`config.mk`:
```
export PLATFORM = sky130hd
export DESIGN_NAME = mem_port_arbiter
export DESIGN_NICKNAME = d
export VERILOG_FILES = /design/src/rtl/mem_port_arbiter.sv
export SDC_FILE = /design/constraint.sdc
export NUM_CORES = 1
export LEC_CHECK = 0
export BUFFER_PORTS_ARGS = -buffer_cell sky130_fd_sc_hd__buf_2
export CAP_MARGIN = 0
export CORE_AREA = 2 2 78 80
export CTS_CLUSTER_DIAMETER = 40
export DETAILED_ROUTE_END_ITERATION = 10
export DIE_AREA = 0 0 80 82
export SYNTH_ARGS = -nofsm -noshare
export SYNTH_HDL_FRONTEND = slang
export SYNTH_SLANG_ARGS = --single-unit
export TNS_END_PERCENT = 20
```
`constraint.sdc`:
```
create_clock -name clk -period 1.5 [get_ports clk]
set_input_delay 0.075 -clock clk [delete_from_list [all_inputs] [get_ports clk]]
set_output_delay 0.075 -clock clk [all_outputs]
set_load 0.005 [all_outputs]
```
`src/rtl/mem_port_arbiter.sv`:
```
// -----------------------------------------------------------------------------
// mem_port_arbiter
//   Shares a single main_memory port (registered 1-cycle read) between
//   NUM_REQ requesters using a valid/ready handshake. One request is accepted
//   per cycle, and the accepted requester receives a one-hot rsp_valid strobe
//   in the following cycle. Read data is broadcast to every requester.
//
//   Build option:
//     MEM_ARB_FIXED_PRIORITY_EN  defined   -> strict fixed priority, lowest
//                                             index wins. Higher indices may
//                                             starve while a lower index stays
//                                             valid.
//                                undefined -> round-robin arbitration starting
//                                             at the requester after the last
//                                             grant.
//
//   Ports
//     clk, reset          single clock, synchronous active-high reset
//     req_valid/ready     per-requester handshake (ready is one-hot or zero)
//     req_address         per-requester byte address, ADDR_BITS per slice
//     req_wr_data         per-requester write data, WORD_BITS per slice
//     req_wr_en           per-requester byte mask, all-zero means read
//     rsp_valid           one-hot completion strobe, one cycle after accept
//     rsp_rd_data         read data (valid with rsp_valid for reads)
//     mem_*               connections to the memory port_x_* pins
// -----------------------------------------------------------------------------
module mem_port_arbiter #(
  parameter  int NUM_REQ        = 2,
  parameter  int CAPACITY_BYTES = 128,
  parameter  int BYTES_PER_WORD = 4,
  localparam int WORD_BITS      = BYTES_PER_WORD * 8,
  localparam int ADDR_BITS      = $clog2(CAPACITY_BYTES)
) (
  input  logic                               clk,
  input  logic                               reset,
  input  logic [NUM_REQ-1:0]                 req_valid,
  output logic [NUM_REQ-1:0]                 req_ready,
  input  logic [NUM_REQ*ADDR_BITS-1:0]       req_address,
  input  logic [NUM_REQ*WORD_BITS-1:0]       req_wr_data,
  input  logic [NUM_REQ*BYTES_PER_WORD-1:0]  req_wr_en,
  output logic [NUM_REQ-1:0]                 rsp_valid,
  output logic [WORD_BITS-1:0]               rsp_rd_data,
  output logic                               mem_reset,
  output logic [ADDR_BITS-1:0]               mem_address,
  output logic                               mem_rd_en,
  output logic [WORD_BITS-1:0]               mem_wr_data,
  output logic [BYTES_PER_WORD-1:0]          mem_wr_en,
  input  logic [WORD_BITS-1:0]               mem_rd_data
);

  localparam int PTR_BITS = (NUM_REQ > 1) ? $clog2(NUM_REQ) : 1;

  logic [PTR_BITS-1:0]       ptr_eff_s;
  logic                      grant_vld_s;
  logic [PTR_BITS-1:0]       grant_idx_s;
  logic [BYTES_PER_WORD-1:0] sel_wr_en_s;
  logic [NUM_REQ-1:0]        rsp_valid_d;
  logic [NUM_REQ-1:0]        rsp_valid_q;

`ifdef MEM_ARB_FIXED_PRIORITY_EN
  // Fixed priority: the search always starts at requester 0, no pointer state.
  assign ptr_eff_s = {PTR_BITS{1'b0}};
`else
  localparam logic [PTR_BITS-1:0] LAST_IDX = PTR_BITS'(NUM_REQ - 1);
  localparam logic [PTR_BITS-1:0] ONE_IDX  = PTR_BITS'(1);

  logic [PTR_BITS-1:0] ptr_d;
  logic [PTR_BITS-1:0] ptr_q;

  assign ptr_eff_s = ptr_q;

  // Round-robin pointer: move past the granted requester, hold when idle.
  always_comb begin
    ptr_d = ptr_q;
    if (grant_vld_s) begin
      ptr_d = (grant_idx_s == LAST_IDX) ? {PTR_BITS{1'b0}} : (grant_idx_s + ONE_IDX);
    end else begin
      ptr_d = ptr_q;
    end
  end

  // Round-robin pointer register.
  always_ff @(posedge clk) begin
    if (reset) begin
      ptr_q <= {PTR_BITS{1'b0}};
    end else begin
      ptr_q <= ptr_d;
    end
  end
`endif

  // Grant search: first pass covers ptr..NUM_REQ-1, second pass wraps to
  // 0..ptr-1. Reset blocks any acceptance in the same cycle.
  always_comb begin
    grant_vld_s = 1'b0;
    grant_idx_s = {PTR_BITS{1'b0}};
    for (int i = 0; i < NUM_REQ; i++) begin
      if (!grant_vld_s && req_valid[i] && (i >= int'(ptr_eff_s))) begin
        grant_vld_s = 1'b1;
        grant_idx_s = PTR_BITS'(i);
      end else begin
        grant_idx_s = grant_idx_s;
      end
    end
    for (int i = 0; i < NUM_REQ; i++) begin
      if (!grant_vld_s && req_valid[i]) begin
        grant_vld_s = 1'b1;
        grant_idx_s = PTR_BITS'(i);
      end else begin
        grant_idx_s = grant_idx_s;
      end
    end
    if (reset) begin
      grant_vld_s = 1'b0;
    end else begin
      grant_vld_s = grant_vld_s;
    end
  end

  // Handshake and memory-port drive: the winner's payload goes straight to
  // the memory, which samples it at the end of the accept cycle.
  always_comb begin
    req_ready   = {NUM_REQ{1'b0}};
    mem_address = {ADDR_BITS{1'b0}};
    mem_wr_data = {WORD_BITS{1'b0}};
    mem_wr_en   = {BYTES_PER_WORD{1'b0}};
    mem_rd_en   = 1'b0;
    sel_wr_en_s = req_wr_en[grant_idx_s*BYTES_PER_WORD +: BYTES_PER_WORD];
    if (grant_vld_s) begin
      req_ready   = NUM_REQ'(1) << grant_idx_s;
      mem_address = req_address[grant_idx_s*ADDR_BITS +: ADDR_BITS];
      mem_wr_data = req_wr_data[grant_idx_s*WORD_BITS +: WORD_BITS];
      mem_wr_en   = sel_wr_en_s;
      mem_rd_en   = ~|sel_wr_en_s;
    end else begin
      req_ready   = {NUM_REQ{1'b0}};
    end
  end

  // The response strobe is simply the accept vector delayed by one cycle.
  always_comb begin
    rsp_valid_d = req_ready;
  end

  // Response strobe register.
  always_ff @(posedge clk) begin
    if (reset) begin
      rsp_valid_q <= {NUM_REQ{1'b0}};
    end else begin
      rsp_valid_q <= rsp_valid_d;
    end
  end

  // A reset in the response cycle kills the strobe of the request accepted
  // just before it, and the memory output register clears in that same cycle.
  assign rsp_valid   = reset ? {NUM_REQ{1'b0}} : rsp_valid_q;
  assign rsp_rd_data = mem_rd_data;
  assign mem_reset   = reset;

endmodule

```
# [Word-level counts from Yosys, hierarchy flattened]
# Cells that the tools add are included.
[classes] magnitude_cmp=1 n_shift=4 mul=1 reduce_logical=9 mux=15 n_addsub=1
[ops] operator="64-bit by 7-bit indexed part select with 32-bit output" n=1
[ops] operator="32-bit two-way mux" n=1
[ops] operator="14-bit by 5-bit indexed part select with 7-bit output" n=1
[ops] operator="1-bit two-way mux" n=10
[ops] operator="8-bit by 4-bit indexed part select with 4-bit output" n=1
[ops] operator="7-bit two-way mux" n=1
[ops] operator="1-bit logical AND" n=4
[ops] operator="1-bit zero test" n=4
[ops] operator="1-bit by 3-bit multiplier with 4-bit output (second input constant)" n=1
[ops] operator="2-bit two-way mux" n=2
[ops] operator="4-bit two-way mux" n=1
[ops] operator="4-bit OR reduction" n=1
[ops] operator="1-bit by 1-bit << shifter with 2-bit output (first input constant)" n=1
[ops] operator="1-bit adder (second input constant)" n=1
[ops] operator="1-bit greater-or-equal comparator (first input constant)" n=1
[word_totals] register_bits=3 out_inout_bits=81

# [Longest topological paths before layout]
# Gate-level depths: netlist (run 1).
[depth] word_depth=16 ltp_mapped=5 mapped_depth_nobuf=3

# [Worst setup path after synthesis (run 1)]
# Ideal clock, no wire load.
[synth_timing] kind="register to output" start="reg ptr_q, in the netlist ptr_eff_s" end="out mem_address[0]" arrival_time_ns=1.142 required_ns=1.425 path_stages_with_launch=6 slack_ns=0.283 path_cell_list="dfxtp_1 nand2b_1 buf_6 nor3b_4 buf_6 a22o_1"
[synth_via] elab_chain_len=15 word_cells_on_any_way=19 classes_between="1 x mul; 1 x order compare; 1 x shift; 9 x mux; 7 x reduce/logical"
[synth_lines] item="start: declaration" line_no="68" text="logic [PTR_BITS-1:0] ptr_q;"
[synth_lines] item="start signal: assignment" line_no="85" text="ptr_q <= {PTR_BITS{1'b0}};"
[synth_lines] item="start signal: assignment" line_no="87" text="ptr_q <= ptr_d;"
[synth_lines] item="1-bit greater-or-equal comparator *" line_no="98" text="if (!grant_vld_s && req_valid[i] && (i >= int'(ptr_eff_s))) begin"
[synth_lines] item="1-bit logical AND *" line_no="98"
[synth_lines] item="1-bit two-way mux *" line_no="98"
[synth_lines] item="1-bit zero test" line_no="98"
[synth_lines] item="1-bit logical AND" line_no="98"
[synth_lines] item="1-bit two-way mux" line_no="98"
[synth_lines] item="1-bit zero test" line_no="106" text="if (!grant_vld_s && req_valid[i]) begin"
[synth_lines] item="1-bit logical AND" line_no="106"
[synth_lines] item="1-bit two-way mux" line_no="106"
[synth_lines] item="1-bit zero test" line_no="106"
[synth_lines] item="1-bit logical AND" line_no="106"
[synth_lines] item="1-bit two-way mux" line_no="106"
[synth_lines] item="1-bit by 3-bit multiplier with 4-bit output" line_no="131" text="mem_address = req_address[grant_idx_s*ADDR_BITS +: ADDR_BITS];"
[synth_lines] item="14-bit by 5-bit indexed part select with 7-bit output" line_no="131"
[synth_lines] item="7-bit two-way mux *" line_no="129" text="if (grant_vld_s) begin"
[synth_lines] item="end: declaration" line_no="44" text="output logic [ADDR_BITS-1:0] mem_address,"
# Mark *: on every way between the ends. The rest lies on a longest branch, timed or not.

# [Worst setup path in the final report (run 1)]
[layout_timing] start="reg ptr_q, in the netlist ptr_eff_s" end="out mem_wr_data[14]"
[layout_via] elab_chain_len=14 word_cells_on_any_way=18 classes_between="1 x order compare; 1 x shift; 9 x mux; 7 x reduce/logical"
[layout_lines] item="1-bit greater-or-equal comparator *" line_no="98"
[layout_lines] item="1-bit logical AND *" line_no="98"
[layout_lines] item="1-bit two-way mux *" line_no="98"
[layout_lines] item="1-bit zero test" line_no="98"
[layout_lines] item="1-bit logical AND" line_no="98"
[layout_lines] item="1-bit two-way mux" line_no="98"
[layout_lines] item="1-bit zero test" line_no="106"
[layout_lines] item="1-bit logical AND" line_no="106"
[layout_lines] item="1-bit two-way mux" line_no="106"
[layout_lines] item="1-bit zero test" line_no="106"
[layout_lines] item="1-bit logical AND" line_no="106"
[layout_lines] item="1-bit two-way mux" line_no="106"
[layout_lines] item="64-bit by 7-bit indexed part select with 32-bit output / 1-bit two-way mux (equally long branches)" line_no="132, 113"
[layout_lines] item="32-bit two-way mux *" line_no="129"
[layout_lines] item="end: declaration" line_no="46" text="output logic [WORD_BITS-1:0] mem_wr_data,"
# Marked as above.

==> flow_summary_export.csv, run 1 <==
group,metric,value,unit
power,power_frac_comb,0.552,
yosys,synth-xor-area-share,0,
yosys,synth_fa_ha_area_frac,0,
placed_design,portBuffers,138,
global_route,grt.total_usage,0.0882,
power,power_leakage,0.907,nW
clock_tree,cts_tree,"yes",
route,drt-initial-drc-count,18,
worst_hold_path,hold_path_class,"input port to output port",
power,power_density,467,nW/um^2
sta,min_period,1.51,ns
placed_design,dpl-instance-area,1420,sq um
cells_and_area,multi_input_area,519,sq um
worst_hold_path,hold_path_startpoint,"mem_rd_data[10]",
die,initial_core_util,0.162,
cells_and_area,seqCellArea,61.3,sq um
yosys,ys_seq_area_frac,0.0647,
worst_setup_path,path_class,"flop to output port",
sta,fin_crit_sh,1.01,
sta,worst_pin_slew,0.262,ns
worst_hold_path,hold_depth,0,
route,detail_route.wl_per_cell,12.2,um
sta,setup_viol,6,
die,dieArea,6560,sq um
flow_run,max_cap_viol_count,0,
yosys,synth-compound-area-share,0.431,
worst_setup_path,path_cells,"nand2b_4, nor3b_4, buf_12, buf_8, a22o_1, buf_2",
worst_setup_path,critPathMaxFanout,9,
sta,slew_violations,0,
power,p_clk_frac,0.326,
placed_design,dp_slack,0.201,ns
route,firstDrtPassIters,4,
placed_design,gp_congestion,0.645,
clock_tree,clock_sinks,3,
global_route,grt_pass1_wl,4640,um
global_route,grt_max_degree,24,
yosys,synth_top_family_by_area,"compound AO/OA/AOI/OAI gates",
power,peakVddDrop,0.259,mV
route,ant_nets,0,
die,die_w,80,um
worst_hold_path,holdPathEnd,"rsp_rd_data[10]",
yosys,synthMuxAreaShare,0,
yosys,synthSimpleGateAreaFrac,0.120,
yosys,synth_warnings,0,
sta,rsz0062_at_grt,"yes",
worst_setup_path,required,1.42,ns
yosys,synth_fp_nets,232,
clock_tree,clock_path_buffers,2,
cells_and_area,areaGrowthSynthToFinish,67.1,%
die,core,5750,sq um
sta,final-hold-violation-count,0,
cells_and_area,stdcell_count,293,
die,rows,28,
global_route,grt_pass1_vias,1090,
sta,holdWs,0.150,ns
cells_and_area,antennaDiodeCount,0,
placed_design,dp_hpwl,2800,um
power,p_int,0.509,mW
sta,clock.fmax,663,MHz
yosys,syn_avg_cell_area,8.44,sq um
route,via_count,1264,
clock_tree,hold_buffers,0,
route,drt-total-wl,3580,um
sta,skew,0.00570,ns
power,seqPwrFrac,0.122,
sta,max_slew_margin,0.826,
cells_and_area,drive_gt1_frac,0.711,
power,power.share.switching,0.298,
status,outcome,"finished, violations left",
worst_setup_path,timing.reg2reg.setup_slack,0.63,ns
sta,worst_slack,-0.00761,ns
global_route,gr-total-overflow,0,
clock_tree,h-tree-depth,1,
yosys,netlist_instances,110,
cells_and_area,final_cell_mix,"138 x buf_2, 39 x a22o_1, 4 x a32oi_1, 4 x nor2_1",
placed_design,placedCellCount,286,
status,violations,"setup timing",
yosys,ys_ff_latch,3,
route,drc_errors,0,
cells_and_area,mostFrequentLayoutCell,"buf_2",
die,pin_count,203,
worst_setup_path,arrival,1.43,ns
yosys,synthDistinctLibCells,20,
die,dieHeight,82,um
cells_and_area,nFillCells,651,
worst_setup_path,r2r_end,"rsp_valid_q[1]",
route,vias_per_cell,4.31,
yosys,synth_area,928,sq um
worst_setup_path,r2r-start,"ptr_eff_s",
worst_setup_path,critPathLaunchType,"flop",
clock_tree,cts_buffers,3,
clock_tree,root_buffer,"clkbuf_8",
worst_setup_path,end_kind,"output port",
worst_setup_path,r2r_cells,3,
cells_and_area,design_area,1550,sq um
clock_tree,clkTransAtPathRegs,0.03,ns
cells_and_area,nNetsFinal,341,
global_route,antenna_found_initial,0,
power,p_switching,0.216,mW
clock_tree,worstSkewPairLatency,0.22,ns
worst_setup_path,crit_slowest_cell,"dfxtp_2",
worst_setup_path,crit_path_max_incr_delay,0.34,ns
-- registers in the layout, summed over array words and instances (netlist names) --
| signal | cells |
|---|---|
| ptr_eff_s | 1 |
| rsp_valid_q | 2 |
-- worst max path at each step --
| stage | slack (ns) | cells after the start | from | end |
|---|---|---|---|---|
| 2_1_floorplan | 0.28 | 5 | ptr_eff_s | mem_address[0] |
| 3_3_place_gp | 0.25 | 5 | ptr_eff_s | mem_wr_data[27] |
| 3_5_place_dp | 0.20 | 5 | ptr_eff_s | mem_address[2] |
| 4_1_cts | -0.003 | 5 | ptr_eff_s | mem_address[2] |
| 5_1_grt | -0.08 | 6 | ptr_eff_s | mem_wr_data[25] |
| 6_report | -0.008 | 6 | ptr_eff_s | mem_wr_data[14] |
-- per-stage QoR --
stage	power, mW	TNS (ns)	utilization
final	0.725	-0.0177	0.270
after global routing	0.788	-2.52	0.270
after CTS	0.707	-0.00369	0.256
after detailed placement	0.462	0	0.247
after global placement	0.458	0	0.247
after floorplan	0.330	0	-
-- area by class of cell --
type | count | share of cell area
tap | 75 | 0.0605
inverter | 1 | 0.00242
multi-input combinational | 63 | 0.335
sequential | 3 | 0.0395
timing repair buffer | 147 | 0.534
clock buffer | 4 | 0.0290
-- power by group through the flow --
stage / logic, mW / clock network (mW) / registers (mW)
3_3_place_gp: 0.370 / 0 / 0.0881
4_1_cts: 0.377 / 0.243 / 0.0873
2_1_floorplan: 0.242 / 0 / 0.0880
6_report: 0.400 / 0.236 / 0.0881
5_1_grt: 0.445 / 0.255 / 0.0888
3_5_place_dp: 0.374 / 0 / 0.0884
-- worst max-delay path, delay by kind of cell (launching register included) --
kind | cells | cell delay, ns
buf+inv | 3 | 0.39
flops | 1 | 0.34
compound gates | 1 | 0.14
simple gates | 2 | 0.35
-- metal layers --
| layer | wire [um] | vias to the layer above | GRT usage |
|---|---|---|---|
| met4 | 53 | 0 | 0.0305 |
| met2 | 1770 | 96 | 0.168 |
| met1 | 1330 | 552 | 0.0900 |
| li1 | - | 606 | - |
| met3 | 430 | 10 | 0.0286 |
| met5 | 0 | - | 0 |
-- cells in the mapped netlist --
| master | instances | area [sq um] |
|---|---|---|
| a22o_1 | 39 | 342 |
| buf_4 | 33 | 248 |
| buf_6 | 9 | 101 |
| a32oi_1 | 4 | 35.0 |
| nor2_1 | 4 | 15.0 |
| dfxtp_1 | 3 | 60.1 |
| nor2b_1 | 3 | 18.8 |
| nand2b_1 | 2 | 12.5 |
| nor4_1 | 2 | 12.5 |
| a21boi_2 | 1 | 11.3 |
| a21oi_1 | 1 | 5.00 |
| a22oi_1 | 1 | 7.51 |
| and2b_4 | 1 | 10.0 |
| clkbuf_1 | 1 | 3.75 |
| inv_1 | 1 | 3.75 |
| nand2_1 | 1 | 3.75 |
| nand3_1 | 1 | 5.00 |
| nand3b_1 | 1 | 7.51 |
| nor3b_1 | 1 | 7.51 |
| nor3b_4 | 1 | 18.8 |
-- timing repair --
| action | in CTS | in global routing |
|---|---|---|
| setup endpoints to repair | 23 | 39 |
| buffers inserted | 0 | 1 |
| pin swaps | 0 | 0 |
| resized for setup | 2 | 9 |
| gates cloned | 0 | 2 |
-- cells by family after synthesis --
family	count (synthesis)
buf+inv	44
flops	3
simple gates	17
compound gates	46
(Power assumes the default switching activity.)
==> inputs of run 2 (changes only) <==
- CORE_AREA: 2 2 78 80 -> 2 2 79 81
- DIE_AREA: 0 0 80 82 -> 0 0 81 83
- PLACE_DENSITY: default -> 0.7
- clock period: 1.5 -> 1.28 ns (I/O delays scaled with it)
==> run 2 against run 1 <==
The flow still finishes with violations (setup timing). Critical path type unchanged. Register-to-register slack worse by 0.21 ns. Worst hold slack worse by 0.022 ns. Sequential share of layout area down 0.060 points. Via count up 0.79%. Die area up 2.5%. Sequential power up 17%. Critical endpoint is now mem_wr_data[4].
==> flow_summary_export.csv, run 2 (synthesized netlist as in run 1, its figures left out) <==
group,metric,value,unit
sta,worst_slack,-0.216,ns
global_route,grt-busiest-layer,"met2",
sta,fin_crit_sh,1.17,
cells_and_area,antennaDiodeCount,0,
placed_design,dp_slack,-0.0192,ns
sta,max_slew_margin,0.848,
worst_setup_path,required,1.22,ns
global_route,use_met1,0.105,
route,drt-initial-drc-count,28,
clock_tree,worstSkewPairLatency,0.22,ns
die,dieArea,6720,sq um
power,peakVddDrop,0.554,mV
die,die_w,81,um
sta,holdWs,0.128,ns
global_route,antenna_found_initial,0,
sta,clock.fmax,668,MHz
global_route,gr-total-overflow,0,
die,pin_count,203,
die,initial_core_util,0.160,
cells_and_area,regMostFlops,"rsp_valid_q",
clock_tree,hold_buffers,0,
cells_and_area,areaGrowthSynthToFinish,69.7,%
global_route,grt.total_usage,0.110,
sta,rsz0062_at_grt,"yes",
sta,setup_viol,40,
cells_and_area,final_util,0.271,
sta,skew,0.00587,ns
route,ant_nets,0,
power,power_leakage,0.917,nW
route,drc_errors,0,
clock_tree,cts_tree,"yes",
placed_design,gp_congestion,0.671,
global_route,grt_use_met2,0.206,
placed_design,dp_hpwl,3000,um
global_route,use_met3,0.0370,
clock_tree,h-tree-depth,1,
cells_and_area,drive_gt1_frac,0.712,
route,drt-total-wl,3990,um
clock_tree,root_buffer,"clkbuf_8",
route,vias_per_cell,4.33,
cells_and_area,nNetsFinal,342,
placed_design,portBuffers,138,
sta,final-hold-violation-count,0,
worst_setup_path,arrival,1.43,ns
route,firstDrtPassIters,4,
status,violations,"setup timing",
status,outcome,"finished, violations left",
power,power_density,554,nW/um^2
global_route,grt_max_degree,26,
flow_run,max_cap_viol_count,0,
worst_setup_path,path_cells,"nand2b_4, nor3b_4, buf_6, clkbuf_16, a22o_1, buf_2",
route,via_count,1274,
clock_tree,clkTransAtPathRegs,0.03,ns
cells_and_area,largest_register_ffs,2,
die,core,5820,sq um
cells_and_area,mostFrequentLayoutCell,"buf_2",
cells_and_area,stdcell_count,294,
global_route,grt_pass1_vias,1242,
sta,worst_pin_slew,0.227,ns
die,dieHeight,83,um
worst_hold_path,hold_path_class,"input port to output port",
worst_setup_path,end_kind,"output port",
sta,min_period,1.50,ns
clock_tree,cts_buffers,3,
worst_setup_path,critPathLaunchType,"flop",
worst_setup_path,critPathMaxFanout,5,
clock_tree,clock_sinks,3,
worst_setup_path,crit_path_max_incr_delay,0.33,ns
clock_tree,clock_path_buffers,2,
sta,slew_violations,0,
placed_design,placedCellCount,286,
worst_setup_path,path_class,"flop to output port",
worst_setup_path,crit_slowest_cell,"dfxtp_2",
die,rows,28,
cells_and_area,final_cell_mix,"138 x buf_2, 39 x a22o_1, 4 x a32oi_1, 4 x nor2_1",
global_route,grt_pass1_wl,5780,um
route,detail_route.wl_per_cell,13.6,um
==> run 2: path summary, 6_finish.rpt <==
path | from | end | slack, ns | cells after the start
hold / removal | mem_rd_data[10] | rsp_rd_data[10] | 0.13 | 0
setup / recovery | ptr_eff_s | mem_wr_data[4] | -0.22 | 6
setup reg to reg | ptr_eff_s | rsp_valid_q[1] | 0.42 | 3
hold reg to reg | ptr_eff_s | ptr_eff_s | 0.47 | 2
==> run 2: final cells by class <==
class / count / area (sq um)
clock buffer: 4 / 45.0
fill: 649 / 4240
inverter: 1 / 3.75
multi-input combinational: 63 / 519
sequential: 3 / 61.3
tap: 75 / 93.8
timing repair buffer: 148 / 852
==> run 2: stage by stage <==
stage               power [mW]  setup TNS, ns  instance area (sq um)
CTS                      0.884          -8.05                   1570
global route             0.941         -10.76                   1580
global placement         0.546              0                   1440
finish                   0.873          -6.87                   1580
detailed placement       0.556        -0.0192                   1440
floorplan                0.387              0                    928
==> run 2: power breakdown <==
| group | switching [mW] | internal, mW | leakage [nW] |
|---|---|---|---|
| Sequential | 0.00234 | 0.101 | 0.0252 |
| Combinational | 0.193 | 0.291 | 0.870 |
| Clock | 0.0721 | 0.213 | 0.0228 |
| Total | 0.268 | 0.605 | 0.917 |
==> run 2: routing by layer <==
metal	share of wire	wire length, um
met5	0	0
met4	0.018	72
met2	0.51	2040
met3	0.12	460
met1	0.36	1420
==> run 2: timing repair <==
action	in CTS	in global routing
setup buffers	2	0
resized for setup	5	2
endpoints found under the setup margin	44	45
cloned	2	1
pin swaps	1	2
==> run 2: critical path, delay by kind of cell (launching register included) <==
kind / cells / cell delay (ns)
compound gates: 1 / 0.11
buf+inv: 3 / 0.44
simple gates: 2 / 0.33
flops: 1 / 0.33
==> inputs of run 3 (changes only) <==
- CTS_BUF_LIST: default -> sky130_fd_sc_hd__clkbuf_8 sky130_fd_sc_hd__clkbuf_16
- SKIP_CTS_REPAIR_TIMING: default -> 1
==> run 3 against run 2 <==
The run still ends with setup timing left. Maximum frequency is 3.0% lower. Worst setup slack worse by 0.046 ns. Core utilization is 0.11 points lower. Design area is 0.40% lower. Sequential power hardly changed. Global-route usage is 1.1 points lower. Power is 1.0% lower. Die area stayed put. Via count is 1.1% higher. Non-clock buffer count stayed put. Clock skew hardly changed.
==> flow_summary_export.csv, run 3 (synthesized netlist as in run 1, its figures left out) <==
group,metric,value,unit
sta,clock.fmax,648,MHz
cells_and_area,mostFrequentLayoutCell,"buf_2",
worst_setup_path,end_kind,"output port",
placed_design,placedCellCount,286,
worst_setup_path,path_class,"flop to output port",
worst_setup_path,required,1.22,ns
worst_setup_path,r2r-start,"ptr_eff_s",
cells_and_area,final_cell_mix,"138 x buf_2, 39 x a22o_1, 4 x a32oi_1, 4 x nor2_1",
worst_setup_path,cp-endpoint,"mem_address[6]",
sta,fin_crit_sh,1.20,
route,drc_errors,0,
power,power_density,550,nW/um^2
route,ant_nets,0,
route,detail_route.wl_per_cell,13.9,um
worst_setup_path,r2r_end,"rsp_valid_q[1]",
worst_setup_path,timing.reg2reg.setup_slack,0.42,ns
sta,setup_viol,40,
cells_and_area,regMostFlops,"rsp_valid_q",
global_route,antenna_found_initial,0,
power,peakVddDrop,0.559,mV
cells_and_area,antennaDiodeCount,0,
sta,slew_violations,0,
global_route,grt.total_usage,0.0985,
route,drt-initial-drc-count,32,
power,power_leakage,0.920,nW
worst_hold_path,hold_path_class,"input port to output port",
sta,min_period,1.54,ns
cells_and_area,multi_input_area,519,sq um
cells_and_area,stdcell_count,294,
die,rows,28,
die,dieArea,6720,sq um
route,drt-total-wl,4080,um
die,dieHeight,83,um
flow_run,max_cap_viol_count,0,
worst_setup_path,startpoint,"ptr_eff_s",
global_route,grt_pass1_vias,1198,
die,die_w,81,um
clock_tree,clock_sinks,3,
sta,worst_pin_slew,0.224,ns
worst_setup_path,critPathLaunchType,"flop",
placed_design,dp_hpwl,3000,um
sta,skew,0.00632,ns
global_route,grt_max_degree,41,
clock_tree,worstSkewPairLatency,0.22,ns
die,initial_core_util,0.160,
cells_and_area,largest_register_ffs,2,
route,firstDrtPassIters,4,
cells_and_area,drive_gt1_frac,0.712,
clock_tree,cts_tree,"yes",
cells_and_area,nFillCells,645,
status,outcome,"finished, violations left",
worst_setup_path,arrival,1.48,ns
die,core,5820,sq um
sta,worst_slack,-0.262,ns
cells_and_area,nNetsFinal,342,
worst_setup_path,critPathMaxFanout,10,
clock_tree,clkTransAtPathRegs,0.03,ns
global_route,gr-total-overflow,0,
worst_setup_path,r2r_cells,3,
sta,final-hold-violation-count,0,
clock_tree,h-tree-depth,1,
placed_design,dp_slack,-0.0192,ns
clock_tree,cts_buffers,3,
placed_design,gp_congestion,0.671,
status,violations,"setup timing",
route,via_count,1288,
cells_and_area,seqCellArea,61.3,sq um
cells_and_area,areaGrowthSynthToFinish,69.0,%
die,pin_count,203,
clock_tree,root_buffer,"clkbuf_8",
route,vias_per_cell,4.38,
clock_tree,clock_path_buffers,2,
placed_design,portBuffers,138,
sta,rsz0062_at_grt,"yes",
global_route,grt_pass1_wl,5290,um
sta,max_slew_margin,0.849,
sta,finalSetupTns,-8.54,ns
## run 3: cell types whose count changed in the layout (fill, tap and decap cells not counted), sizes merged
| cell | before | now |
|---|---|---|
| buf | 147 | 146 |
| inv | 1 | 2 |
## run 3: metal layers
layer  part of all wire  GRT usage
met4              0.018     0.0462
met5                  0          0
met3               0.12     0.0370
met2               0.52      0.188
met1               0.34     0.0878
## run 3: metrics by stage
step / hold slack (ns) / area (sq um) / utilization / power (mW)
2_1_floorplan: 0.196 / 928 / - / 0.387
3_3_place_gp: 0.128 / 1440 / 0.248 / 0.546
3_5_place_dp: 0.128 / 1440 / 0.248 / 0.556
4_1_cts: 0.128 / 1490 / 0.256 / 0.839
5_1_grt: 0.128 / 1570 / 0.270 / 0.929
6_report: 0.128 / 1570 / 0.270 / 0.864
## run 3: cell type report
cell class,instances,area share
Inverter,1,0.00239
Clock buffer,3,0.0263
Clock inverter,1,0.00239
Tap cell,75,0.0598
Multi-Input combinational cell,63,0.331
Timing Repair Buffer,148,0.539
Sequential cell,3,0.0391
## run 3: power breakdown
| part | internal, mW | switching, mW | total [mW] |
|---|---|---|---|
| sequential | 0.101 | 0.00232 | 0.103 |
| clock | 0.205 | 0.0728 | 0.278 |
| combinational | 0.289 | 0.194 | 0.483 |
| total | 0.594 | 0.269 | 0.864 |
## run 3: critical path, stage by stage (launching register included)
cell and delay (ns):
dfxtp_2 0.33, nand2b_4 0.12, nor3b_4 0.25, buf_6 0.16, clkbuf_16 0.16, a22o_1 0.13, buf_2 0.11
## run 3: worst min-delay path by stage
stage                    startpoint         endpoint  slack [ns]  cells past startpoint
floorplan              req_wr_en[7]        mem_rd_en        0.20                      1
global placement    mem_rd_data[13]  rsp_rd_data[13]        0.13                      0
detailed placement  mem_rd_data[13]  rsp_rd_data[13]        0.13                      0
CTS                 mem_rd_data[13]  rsp_rd_data[13]        0.13                      0
global route         mem_rd_data[5]   rsp_rd_data[5]        0.13                      0
finish              mem_rd_data[10]  rsp_rd_data[10]        0.13                      0
